$ cat src/rtl/rgb_hue_sequencer_pkg.sv
// Shared types and constants for the RGB hue sequencer: sequencer state,
// segment index type, channel bit positions and the hard-mode colour table.
package rgb_hue_sequencer_pkg;

   typedef enum logic {
      IDLE = 1'b0,
      RUN  = 1'b1
   } seq_state_t;

   typedef logic [2:0] seg_t;

   // Index of the last colour-wheel segment; the wheel has six segments.
   localparam seg_t SEG_LAST = 3'd5;

   // Bit positions inside a {R,G,B} lit mask.
   localparam int CH_R = 2;
   localparam int CH_G = 1;
   localparam int CH_B = 0;

   // Hard-mode colours as {R,G,B} lit masks:
   // red, yellow, green, cyan, blue, magenta.
   localparam logic [2:0] HARD_LIT [0:5] = '{
      3'b100,
      3'b110,
      3'b010,
      3'b011,
      3'b001,
      3'b101
   };

   // Segment after s, wrapping from the last segment back to 0.
   function automatic seg_t next_seg(input seg_t s);
      return (s == SEG_LAST) ? 3'd0 : s + 3'd1;
   endfunction

   // Lit mask for segment s in hard mode; unused codes stay dark.
   function automatic logic [2:0] hard_lit(input seg_t s);
      if (s <= SEG_LAST) begin
         return HARD_LIT[s];
      end
      return 3'b000;
   endfunction

endpackage

$ cat src/rtl/rgb_hue_sequencer_pwm_channel.sv
// One PWM channel: holds a duty shadow that only changes at the end of a
// PWM period, compares it against the shared counter and drives a
// registered, active-low LED pin.
module pwm_channel
   import rgb_hue_sequencer_pkg::*;
#(
   parameter int PWM_BITS = 8
) (
   input  logic                clk,
   input  logic                rst,
   input  logic                clear,
   input  logic                start,
   input  logic                run,
   input  logic [PWM_BITS-1:0] duty,
   input  logic [PWM_BITS-1:0] cnt,
   output logic                out
);

   localparam logic [PWM_BITS-1:0] MAX = '1;

   logic [PWM_BITS-1:0] shadow;

   // Shadow reload at period end plus registered compare (lit when cnt < shadow).
   always_ff @(posedge clk or posedge rst) begin
      // NOTE: the shadow is a plain register, not a memory, so it is reset
      // with everything else; a stale duty must never leak into a new run.
      if (rst) begin
         shadow <= '0;
         out    <= 1'b1;
      end else if (clear) begin
         shadow <= '0;
         out    <= 1'b1;
      end else if (start) begin
         // Entry into RUN: first period uses the segment-0 duty directly.
         shadow <= duty;
         out    <= 1'b1;
      end else if (run) begin
         out <= ~(cnt < shadow);
         if (cnt == MAX) begin
            shadow <= duty;
         end
      end
   end

endmodule

$ cat src/rtl/rgb_hue_sequencer.sv
// RGB hue sequencer: walks the board LED through a six-segment colour wheel,
// either as a smooth ramp or as hard colour steps, using three PWM channels
// that share one free-running PWM counter. LED toggles at every segment
// boundary as a heartbeat.
module rgb_hue_sequencer
   import rgb_hue_sequencer_pkg::*;
#(
   parameter int PWM_BITS    = 8,
   parameter int STEP_CYCLES = 1200
) (
   input  logic       clk,
   input  logic       rst,
   input  logic       en,
   input  logic       mode,
   output logic       LED,
   output logic       seg_pulse,
   output logic [2:0] seg_idx,
   output logic       RGB_R,
   output logic       RGB_G,
   output logic       RGB_B
);

   localparam int                  PS_W    = (STEP_CYCLES > 1) ? $clog2(STEP_CYCLES) : 1;
   localparam logic [PS_W-1:0]     PS_LAST = PS_W'(STEP_CYCLES - 1);
   localparam logic [PWM_BITS-1:0] MAX     = '1;

   seq_state_t          state;
   logic [PS_W-1:0]     prescaler;
   logic [PWM_BITS-1:0] lvl;
   logic [PWM_BITS-1:0] pwm_cnt;
   logic                mode_q;

   logic                start;
   logic                run;
   logic                clear;
   logic                tick;

   logic                mode_eff;
   logic [PWM_BITS-1:0] up;
   logic [PWM_BITS-1:0] dn;
   logic [2:0]          lit;
   logic [PWM_BITS-1:0] duty_r;
   logic [PWM_BITS-1:0] duty_g;
   logic [PWM_BITS-1:0] duty_b;

   assign start = (state == IDLE) && en;
   assign run   = (state == RUN) && en;
   assign clear = (state == RUN) && !en;
   assign tick  = (prescaler == PS_LAST);

   // Sequencer FSM: prescaler, level ramp, segment index, heartbeat and PWM counter.
   always_ff @(posedge clk or posedge rst) begin
      // NOTE: every register here uses non-blocking assignment so all of them
      // update from the same pre-edge values, exactly like the flops they become.
      if (rst) begin
         state     <= IDLE;
         prescaler <= '0;
         lvl       <= '0;
         pwm_cnt   <= '0;
         seg_idx   <= 3'd0;
         seg_pulse <= 1'b0;
         LED       <= 1'b0;
         mode_q    <= 1'b0;
      end else begin
         case (state)
            IDLE: begin
               seg_pulse <= 1'b0;
               if (en) begin
                  state  <= RUN;
                  mode_q <= mode;
               end
            end
            RUN: begin
               if (!en) begin
                  state     <= IDLE;
                  prescaler <= '0;
                  lvl       <= '0;
                  pwm_cnt   <= '0;
                  seg_idx   <= 3'd0;
                  seg_pulse <= 1'b0;
                  LED       <= 1'b0;
               end else begin
                  // All-ones MAX means the counter wraps to 0 on its own.
                  pwm_cnt   <= pwm_cnt + 1'b1;
                  seg_pulse <= 1'b0;
                  if (tick) begin
                     prescaler <= '0;
                     if (lvl == MAX) begin
                        lvl       <= '0;
                        seg_idx   <= next_seg(seg_idx);
                        seg_pulse <= 1'b1;
                        LED       <= ~LED;
                        // Mode only takes effect from the next segment onward.
                        mode_q    <= mode;
                     end else begin
                        lvl <= lvl + 1'b1;
                     end
                  end else begin
                     prescaler <= prescaler + 1'b1;
                  end
               end
            end
            default: state <= IDLE;
         endcase
      end
   end

   // Target duty per channel from segment, level and the latched mode.
   always_comb begin
      // NOTE: every output gets a default first so no path leaves a value
      // unassigned, which would otherwise infer a latch.
      duty_r   = '0;
      duty_g   = '0;
      duty_b   = '0;
      // Before entry the latched mode is stale; use the live input instead.
      mode_eff = (state == IDLE) ? mode : mode_q;
      up       = lvl;
      dn       = MAX - lvl;
      lit      = hard_lit(seg_idx);
      if (mode_eff) begin
         duty_r = lit[CH_R] ? MAX : '0;
         duty_g = lit[CH_G] ? MAX : '0;
         duty_b = lit[CH_B] ? MAX : '0;
      end else begin
         case (seg_idx)
            3'd0: begin
               duty_r = MAX;
               duty_g = up;
            end
            3'd1: begin
               duty_r = dn;
               duty_g = MAX;
            end
            3'd2: begin
               duty_g = MAX;
               duty_b = up;
            end
            3'd3: begin
               duty_g = dn;
               duty_b = MAX;
            end
            3'd4: begin
               duty_r = up;
               duty_b = MAX;
            end
            3'd5: begin
               duty_r = MAX;
               duty_b = dn;
            end
            default: begin
               duty_r = '0;
               duty_g = '0;
               duty_b = '0;
            end
         endcase
      end
   end

   pwm_channel #(.PWM_BITS(PWM_BITS)) u_pwm_r (
      .clk   (clk),
      .rst   (rst),
      .clear (clear),
      .start (start),
      .run   (run),
      .duty  (duty_r),
      .cnt   (pwm_cnt),
      .out   (RGB_R)
   );

   pwm_channel #(.PWM_BITS(PWM_BITS)) u_pwm_g (
      .clk   (clk),
      .rst   (rst),
      .clear (clear),
      .start (start),
      .run   (run),
      .duty  (duty_g),
      .cnt   (pwm_cnt),
      .out   (RGB_G)
   );

   pwm_channel #(.PWM_BITS(PWM_BITS)) u_pwm_b (
      .clk   (clk),
      .rst   (rst),
      .clear (clear),
      .start (start),
      .run   (run),
      .duty  (duty_b),
      .cnt   (pwm_cnt),
      .out   (RGB_B)
   );

endmodule
$ cat config.mk
export PLATFORM = sky130hd
export DESIGN_NAME = rgb_hue_sequencer
export DESIGN_NICKNAME = d
export VERILOG_FILES = /design/src/rtl/rgb_hue_sequencer_pkg.sv /design/src/rtl/rgb_hue_sequencer_pwm_channel.sv /design/src/rtl/rgb_hue_sequencer.sv
export SDC_FILE = /design/constraint.sdc
export NUM_CORES = 1
export LEC_CHECK = 0
export ABC_AREA = 1
export ABC_CLOCK_PERIOD_IN_PS = 2700
export BUFFER_PORTS_ARGS = -buffer_cell sky130_fd_sc_hd__buf_2
export CORE_MARGIN = 10
export CORE_UTILIZATION = 30
export CTS_BUF_LIST = sky130_fd_sc_hd__clkbuf_16
export DETAILED_ROUTE_END_ITERATION = 12
export PLACE_DENSITY_LB_ADDON = 0.3
export SLEW_MARGIN = 15
export SYNTH_ARGS = -nofsm -noshare
export SYNTH_HDL_FRONTEND = slang
export SYNTH_SLANG_ARGS = --single-unit
$ cat constraint.sdc
create_clock -name clk -period 2.7 [get_ports clk]
set_input_delay 0.27 -clock clk [delete_from_list [all_inputs] [get_ports clk]]
set_output_delay 0.27 -clock clk [all_outputs]
set_load 0.005 [all_outputs]
After elaboration in Yosys (flattened, before gate mapping):

Memory sizes are Yosys's and may differ from the RTL's.
Cells that the tools add are included.
W data, S select, Z words.

* register bits: 61
* memory bits (read-only): 24
* memories: 1
* bits of input ports: 4
* word-level logic and storage cells: 118

* eq/ne operators: 14
* multiplexer cells: 59
* reduce and logical (&&, ||, !) cells: 14
* bitwise operators: 6
* $lt $le $gt $ge: 5
* add/sub/neg operators: 5

Memories
* (name not given): words 8, width 3, rd ports 1, clocked after memory_dff 0, wr ports 0, RTL line rgb_hue_sequencer_pkg.sv:39 `return HARD_LIT[s];`

Operators with widths (number)
* $mux W8: 22
* $pmux W8 S3: 3
* $lt A8 B8 Y1: 3
* $mux W3: 8
* $mux W1: 22
* $mux W11: 2
* $add A8 B1 Y8 const B: 2
* $eq A8 B8 Y1 const B: 2
* $add A11 B1 Y11 const B: 1
* $eq A11 B11 Y1 const B: 1
* $ne A2 B1 Y1 const B: 4
* $sub A8 B8 Y8 const A: 1
* $eq A3 B2 Y1 const B: 2
* $eq A3 B3 Y1 const B: 2
* $reduce_bool A3 Y1: 2
* $reduce_or A2 Y1: 3
* $not A1 Y1: 5
* $ge A4 B4 Y1 const B: 1
* $ne A2 B2 Y1 const B: 2
* $not A3 Y4: 1
* $pmux W1 S2: 2
* $reduce_and A2 Y1: 2
* $reduce_and A4 Y1: 1
* $add A3 B1 Y3 const B: 1
* 6 further kinds: 8

Longest topological paths before layout:

* depth after elaboration: 12
* depth in mapped cells: 10
* depth with buffers taken out: 10

Modules after synthesis:

From an unflattened synthesis, not the netlist that was laid out.

* cells, all modules: 622
* area total of the unflattened synthesis: 4393.0 sq um

By module, submodules not included
* rgb_hue_sequencer: instances 1, area each 2508.7 sq um, cells each 382
* pwm_channel: instances 3, area each 628.1 sq um, cells each 80

Least setup slack after synthesis:

No wires, ideal clock.

* path type: input to register
* start point: input en
* end point: register u_pwm_b.shadow[0]
* stages: 9
* data arrival time: 1.548 ns
* slack: 1.025 ns
* path through: clkbuf_1 > inv_1 > ha_1 > inv_1 > a21oi_4 > inv_2 > buf_2 > nand2_1 > o21ai_1

* longest elaborated chain between the ends: 4
* elaborated cells on any way between the ends: 9

RTL lines
* start, declared: RTL line rgb_hue_sequencer.sv:13 `input logic en,`
* $logic_not A1 Y1
* $logic_and A1 B1 Y1: RTL line rgb_hue_sequencer.sv:48 `assign clear = (state == RUN) && !en;`
* $reduce_bool A3 Y1 (no source line)
* $reduce_and A2 Y1 (no source line)
* end signal, assigned: RTL line rgb_hue_sequencer_pwm_channel.sv:35 `shadow <= duty;`
* end signal, assigned: RTL line rgb_hue_sequencer_pwm_channel.sv:40 `shadow <= duty;`
* end, declared: RTL line rgb_hue_sequencer_pwm_channel.sv:21 `logic [PWM_BITS-1:0] shadow;`

Several ways; a longest one is shown, not always the timed one.
A chain may end at the register's enable or synchronous reset.

Worst setup path in the final report:

* start point: register prescaler[0]
* end point: register lvl[3]

* longest elaborated chain between the ends: 3

RTL lines
* start, declared: RTL line rgb_hue_sequencer.sv:28 `logic [PS_W-1:0] prescaler;`
* start signal, assigned: RTL line rgb_hue_sequencer.sv:99 `prescaler <= prescaler + 1'b1;`
* $eq A11 B11 Y1: RTL line rgb_hue_sequencer.sv:49 `assign tick = (prescaler == PS_LAST);`
* $ne A2 B1 Y1 (no source line)
* $reduce_and A2 Y1 (no source line)
* end signal, assigned: RTL line rgb_hue_sequencer.sv:96 `lvl <= lvl + 1'b1;`
* end, declared: RTL line rgb_hue_sequencer.sv:29 `logic [PWM_BITS-1:0] lvl;`

No other way between the ends.

==> impl_metrics.tcl <==
set metrics [dict create \
    yosysWarnings 0 \
    vias_per_cell 4.67 \
    synthesis.nets 578 \
    vdd_ir_drop_max_v 0.000314 \
    power_density_mw_per_mm2 608 \
    max-slew-margin-rel 0.531 \
    wire_per_inst_um 13.1 \
    crit_family "simple AND/OR/NAND/NOR gates" \
    layout_commonest_cell "nand2_1" \
    skew_ns 0.00773 \
    first_global_vias 3319 \
    wl_um 9630 \
    grt_remaining_overflow 0 \
    clock.fmax_ghz 0.487 \
    final_cells 736 \
    rsz0062_at_grt "no" \
    cp.arrival_ns 2.24 \
    port_buffers 11 \
    finalSetupViolCount 0 \
    worst_hold_path_type "in2async" \
    syn-cell-area_sq_mm 0.00398 \
    vias 3436 \
    clk_path_buf_depth 2 \
    startpoint "prescaler[0]" \
    multi_input_area_sq_mm 0.00207 \
    dr.first_iter.drc_count 217 \
    crit_slowest_cell "dfrtp_1" \
    coreArea_sq_mm 0.0131 \
    timing.final.crit_share 0.761 \
    worstSkewPairLatency_ns 0.33 \
    antenna_found_initial 0 \
    layout-drive-gt1-share 0.0946 \
    finalCriticalPeriod_ns 2.06 \
    antenna_cells 0 \
    fp.dieH_um 135 \
    syn2layout_area_growth_pct 13.2 \
    r2r-end "lvl[3]" \
    critPathBufInv 2 \
    fin_setup_tns_ns 0 \
    p_leak_nw 2.22 \
    drt_pass1_iterations 6 \
    gp_congestion 0.933 \
    seq_area_frac_synth 0.385 \
    cts_root_buf "clkbuf_16" \
    fillers 1422 \
    hold_ws_ns 0.0492 \
    chipWidth_um 135 \
    outcome "completed" \
    die_area_sq_mm 0.0183 \
    totalPowerFinal_mw 2.74 \
    syn-instance-count 544 \
    grt_pass1_wl_um 16600 \
    drv_slew 0 \
    synth_top_area_frac 0.365 \
    synth_edf_count 0 \
    grt_max_degree 34 \
    ys.flop_type "dfrtp_1" \
    post_cts_buffers 0 \
    path_clk_slew_ns 0.06 \
    holdBufCountCts 0 \
    drc 0 \
    synth.distinct_cells 37 \
    regToRegSetupSlack_ns 0.64 \
    r2r_start "prescaler[0]" \
    max_stage_delay_ns 0.39 \
    nets 589 \
    initial_utilization 0.303 \
    dp_hpwl_um 7270 \
    endpoint_kind "register" \
    cp.depth 8 \
    ioPinCount 12 \
    cap_viol_max_count 0 \
    numCtsBuffers 9 \
    tightest_slew_ns 0.702 \
    path_class "reg2reg" \
    startpoint_type "register" \
    cp_max_fo 15 \
    rows 42 \
    crit_path_end "lvl[3]" \
    placedCellCount 720 \
    drtAntennaViolNets 0 \
    worstPathRequired_ns 2.89 \
    cts_resized 0 \
    synth.avg_cell_area_sq_um 7.31 \
    cts_max_level 3 \
    crit_chain "ha_1, inv_1, nor2_1, nand3_1, nand2_1, nand2_1, inv_1, o21ai_0" \
    cts_sinks 61 \
    synth_top_area_cell "dfrtp_1" \
    synth-async-reset-ratio 1.00 \
    ff2ff_path_depth 8 \
    yosys-top-cells-area "dfrtp_1 (36%), nand2_1 (14%), ha_1 (9.4%), inv_1 (7.1%), nand3_1 (6.4%)" \
    ys_ff_latch 61 \
    mostFrequentLayoutCells "nand2_1 (146), inv_1 (75), dfrtp_1 (58)" \
    finalHoldViolCount 0 \
    regArea_sq_mm 0.00153 \
    grt_usage 0.112 \
    cts_tree "yes" \
]
through the flow:
step / setup slack (ns) / utilization / instance area (sq um)
4_1_cts: 0.630 / 0.343 / 4500
5_1_grt: 0.356 / 0.343 / 4500
6_report: 0.645 / 0.343 / 4500
3_3_place_gp: 0.737 / 0.320 / 4210
2_1_floorplan: 0.922 / - / 3980
3_5_place_dp: 0.677 / 0.320 / 4210
area by class of cell:
cell class,instances,area share
clock buffer,9,0.0500
clock inverter,7,0.0150
inverter,82,0.0684
multi-input combinational,388,0.460
sequential,61,0.340
tap,176,0.0489
timing repair buffer,13,0.0183
synth_stat cells, types with 6 or more instances:
| library cell | count |
|---|---|
| nand2_1 | 146 |
| inv_1 | 75 |
| dfrtp_1 | 58 |
| nand3_1 | 51 |
| nor2_1 | 41 |
| ha_1 | 30 |
| o21ai_0 | 28 |
| a21oi_1 | 26 |
| o21ai_1 | 17 |
| nor3_1 | 11 |
| buf_2 | 9 |
| inv_2 | 6 |
| xor2_1 | 6 |
worst min path at each step:
stage	from	end	slack (ns)	depth (start not counted)
final	rst	pwm_cnt[2]	0.05	2
after global routing	rst	pwm_cnt[2]	0.12	2
after CTS	rst	pwm_cnt[2]	0.07	2
after detailed placement	rst	pwm_cnt[0]	0.43	2
after global placement	rst	pwm_cnt[0]	0.43	2
after floorplan	en	state	0.30	0
sequential cells by signal (all words and copies together), names as in the netlist:
| name | cells |
|---|---|
| u_pwm_r.out | 1 |
| u_pwm_g.shadow | 8 |
| u_pwm_g.out | 1 |
| lvl | 8 |
| seg_pulse | 1 |
| state | 1 |
| pwm_cnt | 8 |
| u_pwm_b.out | 1 |
| mode_q | 1 |
| prescaler | 11 |
| seg_idx | 3 |
| LED | 1 |
| u_pwm_r.shadow | 8 |
| u_pwm_b.shadow | 8 |
routing by layer:
| layer | share of wire | wire [um] | up-vias | track usage |
|---|---|---|---|---|
| met3 | 0.048 | 459 | 14 | 0.0223 |
| met2 | 0.47 | 4520 | 63 | 0.181 |
| met5 | 0 | 0 | - | 0 |
| met1 | 0.47 | 4500 | 1590 | 0.144 |
| met4 | 0.016 | 150 | 0 | 0.0407 |
| li1 | - | - | 1769 | - |
power by group:
group | internal, mW | total (mW) | switching, mW
Combinational | 0.185 | 0.489 | 0.304
Sequential | 1.03 | 1.12 | 0.0896
Clock | 0.708 | 1.13 | 0.422
Total | 1.92 | 2.74 | 0.816
cell families (layout without fill, tap and decap cells):
kind of cell / Yosys count / count (layout) / share of synthesized area
fa+ha+maj: 30 / 30 / 0.0943
buf+inv: 95 / 111 / 0.0953
xor+xnor: 7 / 7 / 0.0154
flops: 61 / 61 / 0.385
compound gates: 80 / 80 / 0.110
simple gates: 271 / 271 / 0.301
Note: power is estimated with default switching activity, not from simulation.
